==> config.mk <==
export PLATFORM = sky130hd
export DESIGN_NAME = port_select_gen_flat
export DESIGN_NICKNAME = d
export VERILOG_FILES = /design/src/rtl/port_select_gen_pkg.sv /design/src/rtl/port_select_gen_if.sv /design/src/rtl/port_select_gen_idx_to_onehot.sv /design/src/rtl/port_select_gen.sv /design/src/flat_wrapper.sv
export SDC_FILE = /design/constraint.sdc
export NUM_CORES = 1
export LEC_CHECK = 0
export BUFFER_PORTS_ARGS = -buffer_cell sky130_fd_sc_hd__buf_2
export CELL_PAD_IN_SITES_DETAIL_PLACEMENT = 1
export CELL_PAD_IN_SITES_GLOBAL_PLACEMENT = 1
export CORE_UTILIZATION = 46
export CTS_BUF_LIST = sky130_fd_sc_hd__clkbuf_4 sky130_fd_sc_hd__clkbuf_8
export DETAILED_ROUTE_END_ITERATION = 10
export PLACE_DENSITY = 0.87
export SLEW_MARGIN = 10
export SYNTH_ARGS = -nofsm -noshare
export SYNTH_HDL_FRONTEND = slang
export SYNTH_SLANG_ARGS = --single-unit
export TNS_END_PERCENT = 30
==> constraint.sdc <==
create_clock -name clk -period 3.23 [get_ports clk]
set_input_delay 0.4845 -clock clk [delete_from_list [all_inputs] [get_ports clk]]
set_output_delay 0.4845 -clock clk [all_outputs]
set_load 0.05 [all_outputs]
==> src/rtl/port_select_gen_pkg.sv <==
`default_nettype none
// +----------------------------------------------------------------------------+
// | Module  : hydra_sel_pkg                                                    |
// | Purpose : Shared constants and state encoding for the port select          |
// |           generator and its decoder.                                       |
// | Contents: PORTS, IDX_W, LEN_W constants; sel_state_t FSM encoding.         |
// | Options : none (the PORT_MASK_SEL_EN macro does not affect this package)   |
// | Revision: 1.0 - initial release                                            |
// +----------------------------------------------------------------------------+
package hydra_sel_pkg;

  localparam int PORTS = 32;             // number of switch ports, power of two
  localparam int IDX_W = $clog2(PORTS);  // width of a binary port index
  localparam int LEN_W = 8;              // width of the hold-length field

  typedef enum logic [0:0] {
    IDLE = 1'b0,
    HOLD = 1'b1
  } sel_state_t;

endpackage
`default_nettype wire

==> src/rtl/port_select_gen_if.sv <==
`default_nettype none
// +----------------------------------------------------------------------------+
// | Module  : port_select_gen_if                                               |
// | Purpose : Request handshake and select bus of the port select generator.   |
// | Signals : in_valid/in_ready/in_idx/in_len  request channel                 |
// |           select/sel_valid/done            one-hot select output          |
// |           port_mask/drop                   masking (PORT_MASK_SEL_EN)     |
// | Modports: master = request producer / select consumer, slave = generator   |
// | Options : PORT_MASK_SEL_EN adds port_mask and drop                         |
// | Revision: 1.0 - initial release                                            |
// +----------------------------------------------------------------------------+
interface port_select_gen_if;
  import hydra_sel_pkg::*;

  logic             in_valid;
  logic             in_ready;
  logic [IDX_W-1:0] in_idx;
  logic [LEN_W-1:0] in_len;
  logic [PORTS-1:0] select;
  logic             sel_valid;
  logic             done;
`ifdef PORT_MASK_SEL_EN
  logic [PORTS-1:0] port_mask;
  logic             drop;
`endif

`ifdef PORT_MASK_SEL_EN
  modport master (
    output in_valid, in_idx, in_len, port_mask,
    input  in_ready, select, sel_valid, done, drop
  );
  modport slave (
    input  in_valid, in_idx, in_len, port_mask,
    output in_ready, select, sel_valid, done, drop
  );
`else
  modport master (
    output in_valid, in_idx, in_len,
    input  in_ready, select, sel_valid, done
  );
  modport slave (
    input  in_valid, in_idx, in_len,
    output in_ready, select, sel_valid, done
  );
`endif

endinterface
`default_nettype wire

==> src/rtl/port_select_gen_idx_to_onehot.sv <==
`default_nettype none
// +----------------------------------------------------------------------------+
// | Module  : idx_to_onehot                                                    |
// | Purpose : Purely combinational binary index to one-hot decoder.            |
// | Ports   : idx_i    [IDX_W-1:0]  binary port index                          |
// |           onehot_o [PORTS-1:0]  exactly one bit set, at position idx_i     |
// | Options : none                                                             |
// | Revision: 1.0 - initial release                                            |
// +----------------------------------------------------------------------------+
module idx_to_onehot #(
  parameter int IDX_W = 5,
  parameter int PORTS = 32
) (
  input  wire logic [IDX_W-1:0] idx_i,
  output      logic [PORTS-1:0] onehot_o
);

  // One comparator per output bit; PORTS is a power of two so every index
  // value maps to exactly one bit and the result is always one-hot.
  for (genvar i = 0; i < PORTS; i++) begin : g_dec
    assign onehot_o[i] = (idx_i == IDX_W'(i));
  end

endmodule
`default_nettype wire

==> src/rtl/port_select_gen.sv <==
`default_nettype none
// +----------------------------------------------------------------------------+
// | Module  : port_select_gen                                                  |
// | Purpose : Accepts a port index and hold length over valid/ready and drives |
// |           a registered one-hot select for in_len+1 cycles, with back-to-   |
// |           back grants possible in the last hold cycle.                     |
// | Ports   : clk        rising-edge clock                                     |
// |           rst_n      asynchronous active-low reset                         |
// |           bus        port_select_gen_if.slave (request + select signals)   |
// | Options : PORT_MASK_SEL_EN - requests to ports with port_mask set are      |
// |           consumed without a grant and reported with a drop pulse.        |
// | Revision: 1.0 - initial release                                            |
// +----------------------------------------------------------------------------+
module port_select_gen
  import hydra_sel_pkg::*;
(
  input  wire logic        clk,
  input  wire logic        rst_n,
  port_select_gen_if.slave bus
);

  sel_state_t       state_q, state_d;
  logic [LEN_W-1:0] cnt_q, cnt_d;
  logic [PORTS-1:0] select_q, select_d;
  logic             sel_valid_q, sel_valid_d;

  logic [PORTS-1:0] w_onehot;
  logic             w_last;
  logic             w_ready;
  logic             w_accept;
  logic             w_masked;
  logic             w_grant;

  idx_to_onehot #(
    .IDX_W (IDX_W),
    .PORTS (PORTS)
  ) u_idx_to_onehot (
    .idx_i    (bus.in_idx),
    .onehot_o (w_onehot)
  );

  // Final hold cycle; also the only HOLD cycle in which a new request fits.
  assign w_last   = (state_q == HOLD) && (cnt_q == '0);
  // Depends on state/counter only so the producer may wait on it freely.
  assign w_ready  = (state_q == IDLE) || w_last;
  assign w_accept = bus.in_valid && w_ready;

`ifdef PORT_MASK_SEL_EN
  assign w_masked = bus.port_mask[bus.in_idx];
`else
  assign w_masked = 1'b0;
`endif

  assign w_grant = w_accept && !w_masked;

  always_comb begin
    state_d     = state_q;
    cnt_d       = cnt_q;
    select_d    = select_q;
    sel_valid_d = sel_valid_q;
    if (w_grant) begin
      state_d     = HOLD;
      cnt_d       = bus.in_len;
      select_d    = w_onehot;
      sel_valid_d = 1'b1;
    end else if (state_q == HOLD) begin
      // Covers both plain expiry and a discarded (masked) request arriving
      // in the last cycle: either way the hold ends and select clears.
      if (cnt_q == '0) begin
        state_d     = IDLE;
        select_d    = '0;
        sel_valid_d = 1'b0;
      end else begin
        cnt_d = cnt_q - LEN_W'(1);
      end
    end
  end

  always_ff @(posedge clk or negedge rst_n) begin
    if (!rst_n) begin
      state_q     <= IDLE;
      cnt_q       <= '0;
      select_q    <= '0;
      sel_valid_q <= 1'b0;
    end else begin
      state_q     <= state_d;
      cnt_q       <= cnt_d;
      select_q    <= select_d;
      sel_valid_q <= sel_valid_d;
    end
  end

`ifdef PORT_MASK_SEL_EN
  logic drop_q, drop_d;

  assign drop_d = w_accept && w_masked;

  always_ff @(posedge clk or negedge rst_n) begin
    if (!rst_n) begin
      drop_q <= 1'b0;
    end else begin
      drop_q <= drop_d;
    end
  end

  assign bus.drop = drop_q;
`endif

  assign bus.in_ready  = w_ready;
  assign bus.select    = select_q;
  assign bus.sel_valid = sel_valid_q;
  assign bus.done      = w_last;

endmodule
`default_nettype wire

==> src/flat_wrapper.sv <==
// flat-port wrapper written by rule: the top's interface ports become plain ports
module port_select_gen_flat import hydra_sel_pkg::*;
  (clk, rst_n, bus_in_valid, bus_in_idx, bus_in_len, bus_in_ready, bus_select, bus_sel_valid, bus_done);
  port_select_gen_if bus_i ();
  input  wire logic clk;
  input  wire logic rst_n;
  input wire logic [$bits(bus_i.in_valid)-1:0] bus_in_valid;
  input wire logic [$bits(bus_i.in_idx)-1:0] bus_in_idx;
  input wire logic [$bits(bus_i.in_len)-1:0] bus_in_len;
  output wire logic [$bits(bus_i.in_ready)-1:0] bus_in_ready;
  output wire logic [$bits(bus_i.select)-1:0] bus_select;
  output wire logic [$bits(bus_i.sel_valid)-1:0] bus_sel_valid;
  output wire logic [$bits(bus_i.done)-1:0] bus_done;
  assign bus_i.in_valid = bus_in_valid;
  assign bus_i.in_idx = bus_in_idx;
  assign bus_i.in_len = bus_in_len;
  assign bus_in_ready = bus_i.in_ready;
  assign bus_select = bus_i.select;
  assign bus_sel_valid = bus_i.sel_valid;
  assign bus_done = bus_i.done;
  port_select_gen u_core (.clk(clk), .rst_n(rst_n), .bus(bus_i));
endmodule
# After elaboration in Yosys (flattened, before gate mapping)
# Cells that the tools add are included.
dict set report word_totals {
  in_bits 16
  register_bits 42
  output_inout_bits 35
  wordCells 59
}
dict set report op_classes {
  mux 12
  bitwise_logic 1
  eq_ne 32
  add_sub_neg 1
  reduce_logical 9
}
# cell count
set ops {}
lappend ops {{32-bit 2-to-1 mux} 3}
lappend ops {{5-bit equality test (second input constant)} 16}
lappend ops {{5-bit by 4-bit equality test with 1-bit output (second input constant)} 8}
lappend ops {{8-bit 2-to-1 mux} 3}
lappend ops {{5-bit by 3-bit equality test with 1-bit output (second input constant)} 4}
lappend ops {{5-bit by 2-bit equality test with 1-bit output (second input constant)} 2}
lappend ops {{8-bit zero test} 1}
lappend ops {{8-bit by 1-bit subtractor with 8-bit output (second input constant)} 1}
lappend ops {{1-bit 2-to-1 mux} 6}
lappend ops {{5-bit by 1-bit equality test with 1-bit output (second input constant)} 1}
lappend ops {{5-bit zero test} 1}
lappend ops {{2-bit AND reduction} 2}
lappend ops {{2-bit nonzero test} 2}
lappend ops {{1-bit logical AND} 2}
lappend ops {{2-bit by 1-bit != test with 1-bit output (second input constant)} 1}
lappend ops {{1-bit logical OR} 1}
lappend ops {{1-bit NOT} 1}

# Depth between registers and ports, before layout
# Gate-level depths: netlist of run 1.
dict set report depth {
  depth_word 6
  depth_mapped 8
}

# Modules after synthesis
# From an unflattened synthesis of run 1, not the netlist that was laid out.
dict set report unflattened {
  hier_cells 184
  hier_area_um2 1995.7
}
# module seq_area_each_um2 n_inst cells_each area_per_inst_um2
set by_module_without_submodules {}
lappend by_module_without_submodules {port_select_gen 1051.0 1 137 1774.2}
lappend by_module_without_submodules {idx_to_onehot 0.0 1 47 221.5}

# Worst setup path after synthesis of run 1
# OpenSTA, ideal clock, no wires.
dict set report synth_timing {
  path_kind {flip-flop to flip-flop}
  startpoint {reg u_core.cnt_q[0]}
  endpoint {reg u_core.select_q[14], in the netlist u_core.bus.select[14]}
  t_arrival_ns 1.857
  slack_ns 1.252
  period_less_slack_ns 1.978
  t_required_ns 3.109
  n_path_buf 1
  stages_incl_launch_ff 8
  path_cell_list {dfrtp_1 -> inv_1 -> ha_1 -> nor4b_4 -> and3_2 -> nor2_2 -> buf_4 -> a22o_1}
}
dict set report synth_between {
  elab_chain_cells 6
  word_cells_on_any_way 8
  classes_between {1 x mux; 7 x reduce/logical}
}
# item line_no
set synth_lines {}
lappend synth_lines {{start, declared} port_select_gen.sv:23} ;# logic [LEN_W-1:0] cnt_q, cnt_d;
lappend synth_lines {{start signal, assigned} port_select_gen.sv:87} ;# cnt_q <= cnt_d;
lappend synth_lines {{8-bit zero test *} port_select_gen.sv:43} ;# assign w_last = (state_q == HOLD) && (cnt_q == '0);
lappend synth_lines {{1-bit logical AND *} port_select_gen.sv:43}
lappend synth_lines {{named net bus_done} flat_wrapper.sv:13} ;# output wire logic [$bits(bus_i.done)-1:0] bus_done;
lappend synth_lines {{1-bit logical OR *} port_select_gen.sv:45} ;# assign w_ready = (state_q == IDLE) || w_last;
lappend synth_lines {{1-bit logical AND *} port_select_gen.sv:46} ;# assign w_accept = bus.in_valid && w_ready;
lappend synth_lines {{2-bit nonzero test (no line)} -}
lappend synth_lines {{2-bit AND reduction (no line)} -}
lappend synth_lines {{end signal, assigned} port_select_gen.sv:88} ;# select_q <= select_d;
lappend synth_lines {{end, declared} port_select_gen.sv:24} ;# logic [PORTS-1:0] select_q, select_d;
# Mark *: on every way through the listed nets, which the timed path passes. The rest lies on a longest branch.
# A chain may end at the register's enable or synchronous reset.

# Worst setup path after layout of run 1
dict set report layout_timing {
  startpoint {reg u_core.cnt_q[0]}
  endpoint {out bus_in_ready}
}
dict set report layout_between {
  elab_chain_cells 3
}
# item line_no
set layout_lines {}
lappend layout_lines {{8-bit zero test} port_select_gen.sv:43}
lappend layout_lines {{1-bit logical AND} port_select_gen.sv:43}
lappend layout_lines {{1-bit logical OR} port_select_gen.sv:45}
lappend layout_lines {{end, declared} flat_wrapper.sv:10} ;# output wire logic [$bits(bus_i.in_ready)-1:0] bus_in_ready;
# Every way passes these cells.

==> flow_metrics.py, run 1 <==
metrics = {
    "synth": {
        "ys_seq_area_share_pct": 53.1,
        "synth_async_sr_flop_share_pct": 100,
        "syn_nets": 176,
        "synth-seq-cells": 42,
        "ys_types": 43,
        "synth_cells": 158,
        "yosysWarningCount": 0,
        "synth_edf_count": 0,
        "ys.flop_type": "dfrtp_1",
        "netlist_area_um2": 1980,
        "avgSynthCellArea_um2": 12.5,
    },
    "cells_and_area": {
        "layout-drive-gt1-share_pct": 36.4,
        "diodes": 0,
        "nets": 227,
        "syn2layout_area_growth_pct": 19.8,
        "nFillCells": 436,
        "final_area_um2": 2370,
        "instances_no_fill": 259,
    },
    "placement": {
        "post-dp-hpwl_um": 3650,
        "placed_cells": 252,
        "place_congestion": 0.851,
        "place_area_um2": 2260,
        "place_ws_ns": 0.956,
        "portBuffers": 50,
    },
    "clock_network": {
        "htree_num_levels": 2,
        "clk_pin_slew_ns": 0.08,
        "cts_setup_buffers": 0,
        "cts_buffers": 5,
        "cts_hold_buf": 0,
        "clk_path_buf_depth": 2,
        "clock_sinks": 42,
        "cts-root-buf": "clkbuf_8",
        "cts_tree": "done",
        "clkLatencyLatePin_ns": 0.30,
        "cts-resized-gates": 0,
    },
    "sta": {
        "fin_crit_ns": 2.65,
        "rsz0062_at_grt": "no",
        "setup_viol": 0,
        "maxSlewHeadroom_pct": 38.4,
        "timing.fmax_ghz": 0.377,
        "setup_tns_ns": 0,
        "clock_skew_ns": 0.00624,
        "period_share_pct": 82.1,
        "finalMaxSlewViolations": 0,
        "hold_violations": 0,
        "worst_slack_ns": 0.577,
        "worst_pin_slew_ns": 0.925,
    },
    "floorplan": {
        "core-area_um2": 4060,
        "chipWidth_um": 67.6,
        "io_pins": 51,
        "die_h_um": 67.6,
        "die_area_um2": 4570,
        "num_rows": 23,
        "start_util_pct": 48.8,
    },
    "power_and_ir_drop": {
        "pwr-share-clk_pct": 21.6,
        "pwr-share-seq_pct": 39.7,
        "pwr-share-comb_pct": 38.8,
        "p_int_mw": 1.15,
        "power_mw": 2.00,
        "p_leak_nw": 1.20,
        "switchingPower_mw": 0.858,
        "switching_share_pct": 42.8,
        "power_density_nw_per_um2": 845,
        "ir_drop_mv": 0.394,
    },
    "route": {
        "route.met2.wl_um": 2540,
        "drt-met1-wl_um": 2380,
        "drc": 0,
        "wirelength_um": 5180,
        "via_per_inst": 6.03,
        "wl_per_cell_um": 20.0,
        "first_iter_violations": 108,
        "drt_pass1_iterations": 4,
        "wl_met3_um": 213,
        "highest_layer": "met4",
        "via_count": 1563,
        "ant_nets": 0,
    },
    "job": {
        "cap_violations": 0,
    },
    "global_routing": {
        "grt.total_usage_pct": 25.3,
        "grt_pass1_vias": 1560,
        "grt_max_degree": 43,
        "grt_pass1_wl_um": 8180,
        "overflow": 0,
        "antenna_found_initial": 0,
    },
    "setup_path": {
        "critical_path_peak_fanout": 13,
        "worst_ep_arrival_time_ns": 2.17,
        "r2r_slack_ns": 0.96,
        "start_kind": "flip-flop",
        "r2r_cells": 7,
        "critPathRequiredTime_ns": 2.75,
        "critPathCaptureType": "primary output",
        "worstSetupPathType": "reg2out",
    },
    "run_status": {
        "status": "complete, no violations",
    },
    "min_path": {
        "hp-class": "in2async",
    },
}
sequential cells by signal (all words and copies together) (netlist names):
signal,flops
u_core.bus.select,32
u_core.state_q,1
u_core.bus.sel_valid,1
u_core.cnt_q,8
cells by family after synthesis:
| logic type | share of synthesized area, % |
|---|---|
| AO/OA/AOI/OAI | 24.1 |
| AND/OR/NAND/NOR | 16.2 |
| flip-flops | 53.1 |
| buffers and inverters | 4.30 |
| multiplexers | 1.01 |
| adder cells (fa/ha/maj) | 1.26 |
worst paths after layout:
kind	from	to
max in group asynchronous	rst_n	u_core.bus.select[30]
worst min-delay path	rst_n	u_core.state_q
min in group clk	bus_in_len[3]	u_core.cnt_q[3]
worst min register to register	u_core.bus.select[28]	u_core.bus.select[28]
worst max-delay path	u_core.cnt_q[0]	bus_in_ready
worst max register to register	u_core.cnt_q[0]	u_core.cnt_q[2]
power groups by stage:
stage | combinational [mW] | clock, mW | sequential, mW
final | 0.776 | 0.432 | 0.795
after CTS | 0.781 | 0.440 | 0.792
after floorplan | 0.326 | 0 | 1.03
after global placement | 0.739 | 0 | 0.785
after detailed placement | 0.771 | 0 | 0.802
after global routing | 0.833 | 0.456 | 0.812
per-stage QoR:
stage	utilization (%)	hold WS [ns]
3_5_place_dp	55.7	0.485
5_1_grt	58.5	0.397
4_1_cts	58.5	0.346
2_1_floorplan	-	0.189
3_3_place_gp	55.7	0.480
6_report	58.5	0.317
layer usage:
metal  GRT usage [%]  vias up
met1            34.8      810
li1                -      703
met3            5.57        7
met2            40.1       43
met5               0        -
met4            6.38        0
layout by cell type (no fill, tap or decap), types with 2 or more instances in the layout:
cell	Yosys	final
inv_1	11	11
mux2i_1	2	2
buf_2	2	50
clkbuf_8	0	6
and2_1	2	2
nor3b_1	5	5
a31oi_1	2	2
a22o_1	24	24
nand3_1	5	5
nand2_1	7	7
ha_1	2	2
a21oi_1	2	2
nor2_1	5	5
o2bb2ai_2	7	7
nor3b_4	2	2
a221o_1	3	3
dfrtp_1	42	42
nor4_1	2	2
o21ai_1	3	3
nand3b_1	2	2
or4_1	3	3
cell type report:
cell class,count,area [µm²],share of cell area (%)
multi-input cells,97,843,35.5
flip-flops and latches,42,1050,44.3
clock inverters,1,30.0,1.27
repair buffers,51,258,10.9
clock buffers,6,82.6,3.48
inverters,12,45.0,1.90
well taps,50,62.6,2.64
worst max-delay path: stages, from the launching register on:
cell and delay [ns]:
dfrtp_1 0.45, inv_1 0.14, ha_1 0.18, nor4b_4 0.34
a21boi_2 0.20, inv_2 0.25, buf_2 0.32
cell usage after synthesis (all sizes together) (3+ instances only):
cell type | count | share of area (%)
nand2 | 7 | 1.3
a221o | 3 | 1.5
o2bb2ai | 8 | 5.8
nand3 | 5 | 1.3
dfrtp | 42 | 53
buf | 4 | 1.5
o21ai | 4 | 1.0
inv | 12 | 2.3
clkbuf | 3 | 0.57
or4 | 3 | 1.1
nor3 | 3 | 1.6
nor2 | 6 | 1.3
nor3b | 7 | 3.8
a22o | 24 | 11
No activity file was read; power rests on OpenSTA's default activity.
==> inputs of run 2 (changes only) <==
Settings changed: CORE_UTILIZATION 46 to 39, PLACE_DENSITY 0.87 to 0.78.
Clock period 3.23 ns to 2.22 ns, I/O delays scaled along.
==> flow_metrics.py, run 2 (same netlist as run 1, synthesis figures left out) <==
metrics = {
    "cells_and_area": {
        "nets": 237,
        "layout-drive-gt1-share_pct": 40.0,
        "final_common_cell": "buf_2",
        "largest_register_ffs": 32,
        "instances_no_fill": 287,
        "diodes": 0,
        "final_cell_mix": "buf_2, dfrtp_1, a22o_1",
        "final_area_um2": 2470,
        "syn2layout_area_growth_pct": 25.0,
    },
    "sta": {
        "fin_crit_ns": 2.12,
        "setup_tns_ns": 0,
        "finalMaxSlewViolations": 0,
        "hold_violations": 0,
        "worst_pin_slew_ns": 0.609,
        "holdWs_ns": 0.0906,
        "clock_skew_ns": 0.00805,
        "timing.fmax_ghz": 0.472,
        "setup_viol": 0,
        "period_share_pct": 95.4,
        "maxSlewHeadroom_pct": 59.1,
    },
    "route": {
        "drc": 0,
        "first_iter_violations": 131,
        "via_per_inst": 5.33,
        "ant_nets": 0,
        "wirelength_um": 4730,
        "via_count": 1529,
        "wl_per_cell_um": 16.5,
        "drt_pass1_iterations": 4,
    },
    "power_and_ir_drop": {
        "ir_drop_mv": 0.387,
        "p_leak_nw": 1.24,
        "switching_share_pct": 44.0,
        "pwr-share-clk_pct": 18.0,
        "pwr-share-seq_pct": 40.3,
        "power_density_nw_per_um2": 1150,
        "pwr-share-comb_pct": 41.7,
        "p_int_mw": 1.59,
        "switchingPower_mw": 1.25,
        "power_mw": 2.83,
    },
    "min_path": {
        "hp-class": "in2async",
    },
    "run_status": {
        "status": "complete, no violations",
    },
    "floorplan": {
        "start_util_pct": 41.1,
        "core-area_um2": 4820,
        "io_pins": 51,
        "die_h_um": 73.2,
        "die_area_um2": 5360,
        "num_rows": 25,
        "chipWidth_um": 73.2,
    },
    "clock_network": {
        "cts_buffers": 5,
        "clk_pin_slew_ns": 0.09,
        "cts_hold_buf": 0,
        "clkLatencyLatePin_ns": 0.30,
        "clk_path_buf_depth": 2,
        "htree_num_levels": 2,
        "clock_sinks": 42,
        "cts_tree": "done",
        "cts-root-buf": "clkbuf_8",
    },
    "job": {
        "cap_violations": 0,
    },
    "placement": {
        "place_congestion": 0.753,
        "portBuffers": 50,
        "post-dp-hpwl_um": 3280,
        "placed_cells": 272,
        "place_area_um2": 2300,
    },
    "global_routing": {
        "antenna_found_initial": 0,
        "overflow": 0,
        "grt_pass1_wl_um": 7790,
        "grt_max_degree": 43,
        "grt.total_usage_pct": 19.4,
        "grt_pass1_vias": 1467,
    },
    "setup_path": {
        "r2r_end": "u_core.bus.select[23]",
        "critPathCaptureType": "primary output",
        "r2r_cells": 8,
        "r2r_slack_ns": 0.12,
        "worst_ep_arrival_time_ns": 1.78,
        "timing.rr.start": "u_core.cnt_q[0]",
        "critPathRequiredTime_ns": 1.89,
        "start_kind": "flip-flop",
        "critical_path_peak_fanout": 9,
        "worstSetupPathType": "reg2out",
    },
}
## run 2: final cells by class
class	instances	area [µm²]
clock inverter	3	25.0
sequential	42	1050
clock buffer	5	68.8
fill	525	2340
tap	67	83.8
timing repair buffer	61	345
multi-input combinational	97	851
inverter	12	47.5
## run 2: layer usage
layer / vias up / routed length [µm] / GRT usage, %
met1: 755 / 2320 / 29.1
li1: 724 / - / -
met3: 7 / 182 / 4.28
met2: 43 / 2170 / 28.6
met5: - / 0 / 0
met4: 0 / 53 / 4.58
## run 2: power by group through the flow
| stage | logic, mW | registers, mW | clock network [mW] |
|---|---|---|---|
| 2_1_floorplan | 0.474 | 1.50 | 0 |
| 4_1_cts | 1.13 | 1.14 | 0.525 |
| 5_1_grt | 1.27 | 1.17 | 0.561 |
| 3_5_place_dp | 1.11 | 1.16 | 0 |
| 6_report | 1.18 | 1.14 | 0.509 |
| 3_3_place_gp | 1.09 | 1.15 | 0 |
## run 2: how the worst max path moves through the flow
stage                         start  slack [ns]                    end
global route        u_core.cnt_q[0]       -0.01  u_core.bus.select[14]
finish              u_core.cnt_q[0]        0.10           bus_in_ready
floorplan           u_core.cnt_q[0]        0.24  u_core.bus.select[14]
CTS                 u_core.cnt_q[0]        0.03           bus_in_ready
detailed placement  u_core.cnt_q[0]        0.14        u_core.cnt_q[2]
global placement    u_core.cnt_q[0]        0.21        u_core.cnt_q[2]
## run 2: metrics by stage
step                      utilization, %  setup slack, ns
after floorplan                        -            0.242
after global placement              47.8            0.209
after detailed placement            47.8            0.138
after CTS                           50.2           0.0261
after global routing                51.4          -0.0122
final                               51.4            0.102
## run 2: worst max-delay path, stage by stage (launching register included)
cell and delay (ns):
dfrtp_2 0.42, inv_1 0.09, ha_1 0.20, nor4b_4 0.13, buf_4 0.16, a21boi_4 0.22, inv_4 0.10, buf_6 0.17
## run 2: timing repair
item,CTS,global route
hold endpoints to repair,0,0
endpoints found under the setup margin,2,22
pin swaps,0,2
setup buffers,1,6
resized for setup,4,3
==> inputs of run 3 (changes only) <==
Settings changed: SETUP_SLACK_MARGIN set to 0.3.
==> flow_metrics.py, run 3 (same netlist as run 1, synthesis figures left out) <==
metrics = {
    "clock_network": {
        "htree_num_levels": 2,
        "clk_pin_slew_ns": 0.09,
        "cts_buffers": 5,
        "cts_tree": "done",
        "clk_path_buf_depth": 2,
        "clock_sinks": 42,
        "clkLatencyLatePin_ns": 0.30,
        "cts-root-buf": "clkbuf_8",
    },
    "placement": {
        "placed_cells": 281,
        "post-dp-hpwl_um": 3710,
        "place_area_um2": 2370,
        "portBuffers": 50,
        "place_congestion": 0.737,
    },
    "global_routing": {
        "grt_pass1_wl_um": 8370,
        "overflow": 0,
        "grt.total_usage_pct": 20.9,
        "grt_max_degree": 26,
        "grt_pass1_vias": 1587,
        "antenna_found_initial": 0,
    },
    "power_and_ir_drop": {
        "switching_share_pct": 44.0,
        "power_density_nw_per_um2": 1160,
        "pwr-share-comb_pct": 46.2,
        "pwr-share-clk_pct": 16.8,
        "p_leak_nw": 1.31,
        "ir_drop_mv": 0.461,
        "switchingPower_mw": 1.34,
        "p_int_mw": 1.71,
        "pwr-share-seq_pct": 37.0,
    },
    "setup_path": {
        "crit_start": "u_core.cnt_q[1]",
        "critical_path_peak_fanout": 7,
        "r2r_end": "u_core.bus.select[18]",
        "worst_ep_arrival_time_ns": 1.66,
        "crit_end": "bus_in_ready",
        "critPathCaptureType": "primary output",
        "timing.rr.start": "u_core.cnt_q[1]",
        "critPathRequiredTime_ns": 1.89,
        "start_kind": "flip-flop",
        "r2r_cells": 7,
        "r2r_slack_ns": 0.28,
        "worstSetupPathType": "reg2out",
    },
    "cells_and_area": {
        "instances_no_fill": 301,
        "nets": 251,
        "final_cell_mix": "buf_2, dfrtp_1, a22o_1",
        "syn2layout_area_growth_pct": 32.2,
        "largest_register_ffs": 32,
        "diodes": 0,
        "final_area_um2": 2620,
        "final_common_cell": "buf_2",
        "layout-drive-gt1-share_pct": 44.0,
    },
    "sta": {
        "period_share_pct": 90.0,
        "clock_skew_ns": 0.00716,
        "rsz0062_at_grt": "yes",
        "setup_tns_ns": 0,
        "fin_crit_ns": 2.00,
        "hold_violations": 0,
        "finalMaxSlewViolations": 0,
        "maxSlewHeadroom_pct": 59.8,
        "worst_pin_slew_ns": 0.599,
        "setup_viol": 0,
        "timing.fmax_ghz": 0.501,
        "holdWs_ns": 0.256,
    },
    "route": {
        "first_iter_violations": 84,
        "via_count": 1603,
        "drt_pass1_iterations": 5,
        "ant_nets": 0,
        "wirelength_um": 5350,
        "via_per_inst": 5.33,
        "drc": 0,
        "wl_per_cell_um": 17.8,
    },
    "floorplan": {
        "chipWidth_um": 73.2,
        "core-area_um2": 4820,
        "io_pins": 51,
        "die_h_um": 73.2,
        "die_area_um2": 5360,
        "num_rows": 25,
        "start_util_pct": 41.1,
    },
    "job": {
        "cap_violations": 0,
    },
    "min_path": {
        "hold_depth": 2,
        "hp-class": "in2reg",
    },
    "run_status": {
        "status": "complete, no violations",
    },
}
==> run 3: cell types whose count changed in the layout (fill, tap and decap cells not counted), sizes merged <==
cell         before  now
buf              61   74
clkinv            1    0
clkinvlp          1    2
dlygate4sd3       0    1
==> run 3: worst min path at each step <==
stage | from | to | slack, ns
finish | bus_in_len[2] | u_core.cnt_q[2] | 0.26
global route | bus_in_len[2] | u_core.cnt_q[2] | 0.25
CTS | bus_in_len[2] | u_core.cnt_q[2] | 0.25
detailed placement | rst_n | u_core.bus.select[16] | 0.21
global placement | rst_n | u_core.bus.select[16] | 0.21
floorplan | rst_n | u_core.bus.sel_valid | 0.04
==> run 3: power groups by stage <==
stage	Sequential (mW)	Combinational [mW]	Clock [mW]
6_report	1.13	1.41	0.513
5_1_grt	1.15	1.49	0.552
4_1_cts	1.12	1.35	0.525
3_5_place_dp	1.12	1.27	0
3_3_place_gp	1.11	1.23	0
2_1_floorplan	1.50	0.476	0
==> run 3: what timing repair did <==
item | CTS | global route
pin swaps | 1 | 2
hold endpoints to repair | 9 | 0
buffers inserted | 4 | 7
hold buffers | 1 | 0
endpoints found under the setup margin | 40 | 30
resized for setup | 13 | 2
==> run 3: metal layers <==
metal / track usage [%] / wire, µm / vias to the layer above
met3: 4.70 / 210 / 9
met4: 7.19 / 80 / 0
met1: 29.7 / 2550 / 792
met2: 31.2 / 2510 / 43
met5: 0 / 0 / -
li1: - / - / 759
==> run 3: critical path: stages, from the launching register on <==
cell and delay [ns]:
dfrtp_1 0.41, inv_2 0.09, ha_4 0.12, nor4b_4 0.22
buf_4 0.19, a21boi_4 0.06, inv_4 0.11, buf_8 0.15
==> run 3: area by class of cell <==
type / instances / area, µm²
fillers: 530 / 2200
flip-flops and latches: 42 / 1050
multi-input cells: 97 / 878
repair buffers: 75 / 464
well taps: 67 / 83.8
clock buffers: 5 / 68.8
inverters: 12 / 47.5
clock inverters: 3 / 23.8
==> run 3: per-stage QoR <==
stage	power [mW]	util, %	setup slack [ns]
2_1_floorplan	1.98	-	0.322
3_3_place_gp	2.34	49.3	0.0965
3_5_place_dp	2.38	49.3	0.00728
4_1_cts	2.99	53.1	0.190
5_1_grt	3.20	54.3	0.186
6_report	3.05	54.3	0.223
